File: config.mk
export PLATFORM = sky130hd
export DESIGN_NAME = instr_fetch_stage
export DESIGN_NICKNAME = d
export VERILOG_FILES = /design/src/rtl/instr_fetch_stage.sv
export SDC_FILE = /design/constraint.sdc
export NUM_CORES = 1
export LEC_CHECK = 0
export CORE_ASPECT_RATIO = 0.9
export CORE_UTILIZATION = 40
export CTS_CLUSTER_SIZE = 28
export DETAILED_ROUTE_END_ITERATION = 12
export GPL_TIMING_DRIVEN = 0
export PLACE_DENSITY = 0.7
export SYNTH_ARGS = -nofsm -noshare
export SYNTH_HDL_FRONTEND = slang
export SYNTH_SLANG_ARGS = --single-unit
export TNS_END_PERCENT = 30
File: constraint.sdc
create_clock -name clk -period 5.05 [get_ports clk]
set_input_delay 1.01 -clock clk [delete_from_list [all_inputs] [get_ports clk]]
set_output_delay 1.01 -clock clk [all_outputs]
set_load 0.03 [all_outputs]
File: src/rtl/instr_fetch_stage.sv
// Instruction fetch stage: owns the PC, issues synchronous imem reads and buffers {pc, instr} pairs for decode.
// Optional feature macro: IF_MISALIGN_CHK_EN (misaligned redirect raises sticky fetch_fault and halts fetch).
module instr_fetch_stage #(
    parameter int                ADDR_W   = 64,
    parameter int                INSTR_W  = 32,
    parameter logic [ADDR_W-1:0] RESET_PC = {ADDR_W{1'b0}}
) (
    input  logic               clk,
    input  logic               reset,
    output logic               imem_rd_en,
    output logic [ADDR_W-1:0]  imem_addr,
    input  logic [INSTR_W-1:0] imem_rdata,
    input  logic               br_taken,
    input  logic [ADDR_W-1:0]  br_target,
    output logic               if_valid,
    output logic [ADDR_W-1:0]  if_pc,
    output logic [INSTR_W-1:0] if_instr,
    input  logic               id_ready,
    output logic               fetch_fault
);

    logic [ADDR_W-1:0]  pc_r;
    logic [ADDR_W-1:0]  inflight_pc_r;
    logic               inflight_r;
    logic               drop_r;
    logic               fault_r;
    logic [ADDR_W-1:0]  fifo_pc_r    [2];
    logic [INSTR_W-1:0] fifo_instr_r [2];
    logic               rd_ptr_r;
    logic               wr_ptr_r;
    logic [1:0]         count_r;

    logic               pop_s;
    logic               push_s;
    logic               issue_s;
    logic               fault_halt_s;
    logic               misalign_s;
    logic [ADDR_W-1:0]  target_s;
    logic [2:0]         credit_s;

    // Redirect target conditioning and misalignment detection
    always_comb begin
        target_s     = br_target;
        misalign_s   = 1'b0;
        fault_halt_s = 1'b0;
`ifdef IF_MISALIGN_CHK_EN
        misalign_s   = (br_target[1:0] != 2'b00);
        fault_halt_s = fault_r;
`else
        target_s     = br_target & ~{{(ADDR_W-2){1'b0}}, 2'b11};
`endif
    end

    // Handshake, credit-based issue and response capture decisions
    always_comb begin
        pop_s    = (count_r != 2'd0) & id_ready & ~br_taken;
        // Entries already buffered plus the read in flight must leave room for the new read.
        credit_s = {1'b0, count_r} + {2'b00, inflight_r} - {2'b00, pop_s};
        issue_s  = reset & ~br_taken & ~fault_halt_s & (credit_s < 3'd2);
        push_s   = inflight_r & ~drop_r & ~br_taken;
    end

    // Output drive: head of the buffer, zeroed while empty
    always_comb begin
        imem_rd_en  = issue_s;
        imem_addr   = pc_r;
        if_valid    = (count_r != 2'd0);
        fetch_fault = fault_r;
        if (count_r != 2'd0) begin
            if_pc    = fifo_pc_r[rd_ptr_r];
            if_instr = fifo_instr_r[rd_ptr_r];
        end else begin
            if_pc    = {ADDR_W{1'b0}};
            if_instr = {INSTR_W{1'b0}};
        end
    end

    // Program counter, outstanding-read tracking and sticky fault
    always_ff @(posedge clk or negedge reset) begin
        if (!reset) begin
            pc_r          <= RESET_PC;
            inflight_r    <= 1'b0;
            inflight_pc_r <= {ADDR_W{1'b0}};
            drop_r        <= 1'b0;
            fault_r       <= 1'b0;
        end else begin
            if (br_taken) begin
                pc_r <= target_s;
            end else if (issue_s) begin
                pc_r <= pc_r + ADDR_W'(4);
            end
            inflight_r <= issue_s;
            if (issue_s) begin
                inflight_pc_r <= pc_r;
            end
            // A read launched alongside a redirect is wrong-path; the issue rule keeps this empty.
            drop_r <= issue_s & br_taken;
            if (br_taken & misalign_s) begin
                fault_r <= 1'b1;
            end
        end
    end

    // Two-entry {pc, instr} buffer; a redirect flushes it and overrides any pop
    always_ff @(posedge clk or negedge reset) begin
        if (!reset) begin
            for (int i = 0; i < 2; i++) begin
                fifo_pc_r[i]    <= {ADDR_W{1'b0}};
                fifo_instr_r[i] <= {INSTR_W{1'b0}};
            end
            rd_ptr_r <= 1'b0;
            wr_ptr_r <= 1'b0;
            count_r  <= 2'd0;
        end else if (br_taken) begin
            rd_ptr_r <= 1'b0;
            wr_ptr_r <= 1'b0;
            count_r  <= 2'd0;
        end else begin
            if (push_s) begin
                fifo_pc_r[wr_ptr_r]    <= inflight_pc_r;
                fifo_instr_r[wr_ptr_r] <= imem_rdata;
                wr_ptr_r               <= wr_ptr_r + 1'b1;
            end
            if (pop_s) begin
                rd_ptr_r <= rd_ptr_r + 1'b1;
            end
            count_r <= count_r + {1'b0, push_s} - {1'b0, pop_s};
        end
    end

endmodule
# Word-level counts from Yosys, hierarchy flattened

Cells that the tools add are included.

Order comparisons: 4
$add $sub $neg: 7
Mux-type cells: 21
Bitwise operators: 11
Reductions and logical operators: 6

Operators with widths:

| operator                                                              | count |
|---|---|
| 64-bit two-way mux                                                    | 7 |
| 32-bit two-way mux                                                    | 5 |
| 128-bit bitwise mux                                                   | 1 |
| 64-bit by 3-bit adder with 64-bit output (second input constant)      | 1 |
| 64-bit bitwise mux                                                    | 1 |
| 64-bit demux with 1-bit select                                        | 1 |
| 32-bit demux with 1-bit select                                        | 1 |
| 2-bit nonzero test                                                    | 4 |
| 1-bit AND                                                             | 7 |
| 2-bit greater-or-equal comparator (second input constant)             | 2 |
| 1-bit two-way mux                                                     | 4 |
| 1-bit NOT with 2-bit output                                           | 2 |
| 2-bit by 1-bit adder with 3-bit output                                | 1 |
| 3-bit by 2-bit < comparator with 1-bit output (second input constant) | 1 |
| 3-bit by 1-bit subtractor with 3-bit output                           | 1 |
| 1-bit adder (second input constant)                                   | 2 |
| 2-bit by 1-bit adder with 2-bit output                                | 1 |
| 2-bit by 1-bit < comparator with 1-bit output (second input constant) | 1 |
| 2-bit two-way mux                                                     | 1 |
| 1-bit NOT                                                             | 2 |
| 2-bit AND reduction                                                   | 1 |
| 2-bit by 1-bit subtractor with 2-bit output                           | 1 |
| 1-bit logical AND                                                     | 1 |

Register bits: 326
Output and inout bits: 163
Word-level logic and storage cells: 60

# Longest topological paths before layout

Depth in word-level cells: 8
Mapped depth: 13

# Least setup slack after synthesis

Ideal clock, no wire load.

Path type: input to output
Start: in br_taken
End: out imem_rd_en
Setup slack: -0.091 ns
Path buffers: 4
Data required time: 4.040 ns
Arrival time: 4.131 ns
Cell stages on the path: 10
Cell sequence: clkbuf_1 clkbuf_1 clkbuf_1 nor2_1 ha_1 nand2b_1 fa_1 nand2_1 nor3_1 clkbuf_1

Cells in the longest elaborated chain, start to end: 5

Ends and longest elaborated chain:

| what                                          | RTL line | source |
|---|---|---|
| from (decl)                                   | 13       | `input logic br_taken,` |
| 1-bit NOT (no source line) *                  | -        |  |
| 1-bit AND                                     | 56       | `pop_s = (count_r != 2'd0) & id_ready & ~br_taken;` |
| 3-bit by 1-bit subtractor with 3-bit output   | 58       | `credit_s = {1'b0, count_r} + {2'b00, inflight_r} - {2'b00, pop_s};` |
| 3-bit by 2-bit < comparator with 1-bit output | 59       | `issue_s = reset & ~br_taken & ~fault_halt_s & (credit_s < 3'd2);` |
| 1-bit AND *                                   | 59       |  |
| to (decl)                                     | 10       | `output logic imem_rd_en,` |

Every way passes the cells marked *; elsewhere a longest branch is shown, timed or not.

# Worst setup path after layout

Ends and elaborated chain as after synthesis.

==> reports/results.tsv <==
metric	value	unit
status	complete, no violations	
CP Launch Point	br_taken	
nets	1617	
CP Cell Sequence	buf_2, buf_4, clkbuf_4, nor2_1, ha_1, nand2b_1, fa_1, nand2_1, nor3_4, buf_6, clkdlybuf4s15_2	
Tightest Hold Check Type	reg2reg	
CTS clock-pin slew for the worst setup and hold paths	0.05	ns
CTS H-tree depth	2	
final setup fails	0	
CTS tree	built	
DR vias/cell	5.38	
DP Cell Count	1950	
Num CTS Buffers	36	
#FFs+latches synth	318	
max_slew headroom	26.7	%
min cycle time layout	4.88	ns
Slew @ Worst Pin	1.10	ns
sw frac	28.8	%
number of global-route vias before repair	11009	
Compound-Gate Fraction of Synth Area	3.75	%
share of cells above drive strength 1	22.1	%
Post-Syn Area per Cell	12.0	µm²
crit-path leading delay family	buffers and inverters	
Pre-antenna DRT Iters	5	
Chip Height	183	µm
GRT met3 Usage	4.23	%
reg2reg start	count_r[1]	
Reg2Reg Depth	13	
initial antenna violation count	0	
post-DP HPWL	28800	µm
simple-gate share of the synthesized area	11.0	%
clk buf depth	3	
register area share after synthesis	54.5	%
Setup CP Type	in2out	
CP bufs+invs	5	
Distinct cells, synth	41	
synthesized area	14600	µm²
met1 usage	31.1	%
combinational share of power	22.7	%
initial DRC count	721	
Total GRT Usage	21.9	%
Die W	203	µm
Final Hold Viols	0	
# IOs	263	
WL/cell	20.2	µm
hold_ws	0.500	ns
hold buffers post-CTS	0	
Sequential Power Share	44.4	%
flop-to-flop setup slack	0.36	ns
Skew-Pair Late Insertion Delay	0.52	ns
Starting Density	40.5	%
RSZ-0062 raised after global routing	no	
diode count	0	
Leakage	7.69	nW
CORE AREA	36100	µm²
drt drc	0	
Port-buffer cells	254	
XOR/XNOR share of the synthesized area	2.04	%
Overall Power	8.34	mW
Clk pwr share	32.9	%
largest net degree at the start of global routing	125	
largest fanout on the critical path	17	
crit path to	imem_rd_en	
root buffer cell	clkbuf_16	
fin crit share	96.6	%
adder-cell share of the synthesized area	0.480	%
Routed Antenna Nets	0	
Placed Area	17800	µm²
slowest library cell on the worst path	fa_1	
CP Capture Type	primary output	
P_sw	2.40	mW
FMAX	205	MHz
Vias	10836	
setup ws final	0.169	ns
WP data required	4.04	ns
final instance area	19100	µm²
DIE AREA	37300	µm²
Synth top area share	54.5	%
Worst path max stage delay	0.48	ns
drt total wl	40700	µm
Setup Skew	0.0258	ns
Area contributors post-synth	dfrtp_1 54%, mux2_2 19%, mux2i_1 6.5%	
Slew Viols, Final	0	
Post-Layout Cell Count	2015	
leading area contributor after synthesis	dfrtp_1	
busiest grt layer	met2	
max_cap viols	0	
Synth Instances	1212	
Int Power	5.94	mW
worst vdd ir	0.216	mV
area grow syn2layout	31.0	%
dpl ws	-1.55	ns
Row Count	66	
largest family of logic cells by synthesized area	multiplexers	
GP Congestion	0.808	
met2 Usage GRT	34.0	%
CP arrival	3.87	ns
first-pass GRT wire length	63200	µm
synth warn	0	
PwrDens	436	nW/µm²
Overflow after GRT	0	
post-synthesis mux area share	25.9	%
startpoint types	input port	
Crit path depth	11	
CTS sink count	318	
R2R Path End	imem_addr[56]	
-- power groups by stage --
stage,sequential (mW),combinational (mW),clock (mW)
finish,3.70,1.90,2.74
global route,3.80,2.05,2.91
CTS,3.70,1.92,2.81
detailed placement,3.74,1.90,0
global placement,3.71,1.86,0
floorplan,3.68,1.20,0
-- synthesized netlist by cell type, drive strengths merged --
library cell / instances
nand2b: 1
a21oi: 1
xnor2: 12
buf: 17
nor3: 6
mux2i: 95
nor2b: 2
nand3b: 1
nand4: 30
nor4: 16
clkbuf: 56
fa: 1
or4b: 3
mux2: 251
or2: 2
and3: 5
o31ai: 16
conb: 1
or4: 19
inv: 15
ha: 4
or3b: 1
o41ai: 3
xor2: 22
and4: 3
or3: 13
dfrtp: 318
nor2: 144
o21ai: 40
o211ai: 2
nand3: 24
nand2: 58
a31oi: 29
nor4b: 1
-- how the worst min path moves through the flow --
stage | from | to | slack (ns) | cells after the start
final | fifo_pc_r[122] | fifo_pc_r[122] | 0.50 | 1
after global routing | fifo_instr_r[60] | fifo_instr_r[60] | 0.51 | 1
after CTS | fifo_pc_r[122] | fifo_pc_r[122] | 0.51 | 1
after detailed placement | fifo_pc_r[127] | fifo_pc_r[127] | 0.49 | 1
after global placement | fifo_instr_r[37] | fifo_instr_r[37] | 0.49 | 1
after floorplan | fifo_instr_r[63] | fifo_instr_r[63] | 0.48 | 1
-- cells in the final DEF, fill, tap and decap left out, types with 5 or more instances in the layout --
cell / synthesis / layout
buf_1: 12 / 12
nand3_1: 24 / 24
mux2_2: 251 / 251
or3_1: 12 / 12
or4_1: 18 / 18
nor2_1: 144 / 143
o21ai_0: 40 / 40
clkbuf_1: 56 / 57
xor2_1: 22 / 21
clkbuf_16: 0 / 38
nor3_1: 6 / 5
o31ai_1: 16 / 16
inv_1: 14 / 14
xnor2_1: 12 / 12
a31oi_1: 29 / 29
nor4_1: 14 / 14
buf_4: 5 / 7
dfrtp_1: 318 / 318
conb_1: 1 / 6
nand2_1: 58 / 58
nand4_1: 29 / 29
and3_1: 5 / 5
clkdlybuf4s50_1: 0 / 252
mux2i_1: 95 / 95
clkinv_2: 0 / 6
clkbuf_8: 0 / 8
-- cell families (layout without fill, tap and decap cells) --
| family | Yosys count | in the layout |
|---|---|---|
| fa+ha+maj | 5 | 5 |
| xor+xnor | 34 | 34 |
| mux | 346 | 346 |
| compound gates | 91 | 91 |
| buf+inv | 88 | 410 |
| simple gates | 329 | 329 |
| other cells | 1 | 6 |
| flops | 318 | 318 |
-- layer usage --
| layer | up-vias | wire [µm] |
|---|---|---|
| met5 | - | 0 |
| met2 | 399 | 18400 |
| met3 | 73 | 2730 |
| li1 | 4931 | - |
| met4 | 0 | 973 |
| met1 | 5433 | 18600 |
-- flip-flops by register name, summed over array words and instances (netlist names) --
register	count
fifo_pc_r	124
fifo_instr_r	64
imem_addr	62
inflight_pc_r	62
count_r	2
drop_r	1
inflight_r	1
rd_ptr_r	1
wr_ptr_r	1
-- repair_timing --
action,CTS,global route
endpoints found under the setup margin,32,5
pin swaps,1,0
resized for setup,9,4
buffers inserted,1,0
-- layout make-up --
type                       instances  area [µm²]
clock inverter                    14         189
sequential                       318        7960
inverter                          15        56.3
fill                            3169       17000
tap                              476         596
clock buffer                      51        1080
multi-input combinational        811        6340
timing repair buffer             258        2620
buffer                            72         298
-- metrics by stage --
stage / utilization [%] / TNS, ns
final: 53.0 / 0
after global routing: 53.0 / 0
after floorplan: - / 0
after detailed placement: 49.4 / -56.12
after global placement: 49.2 / -4921.96
after CTS: 53.0 / 0
No activity file was read; power rests on OpenSTA's default activity.
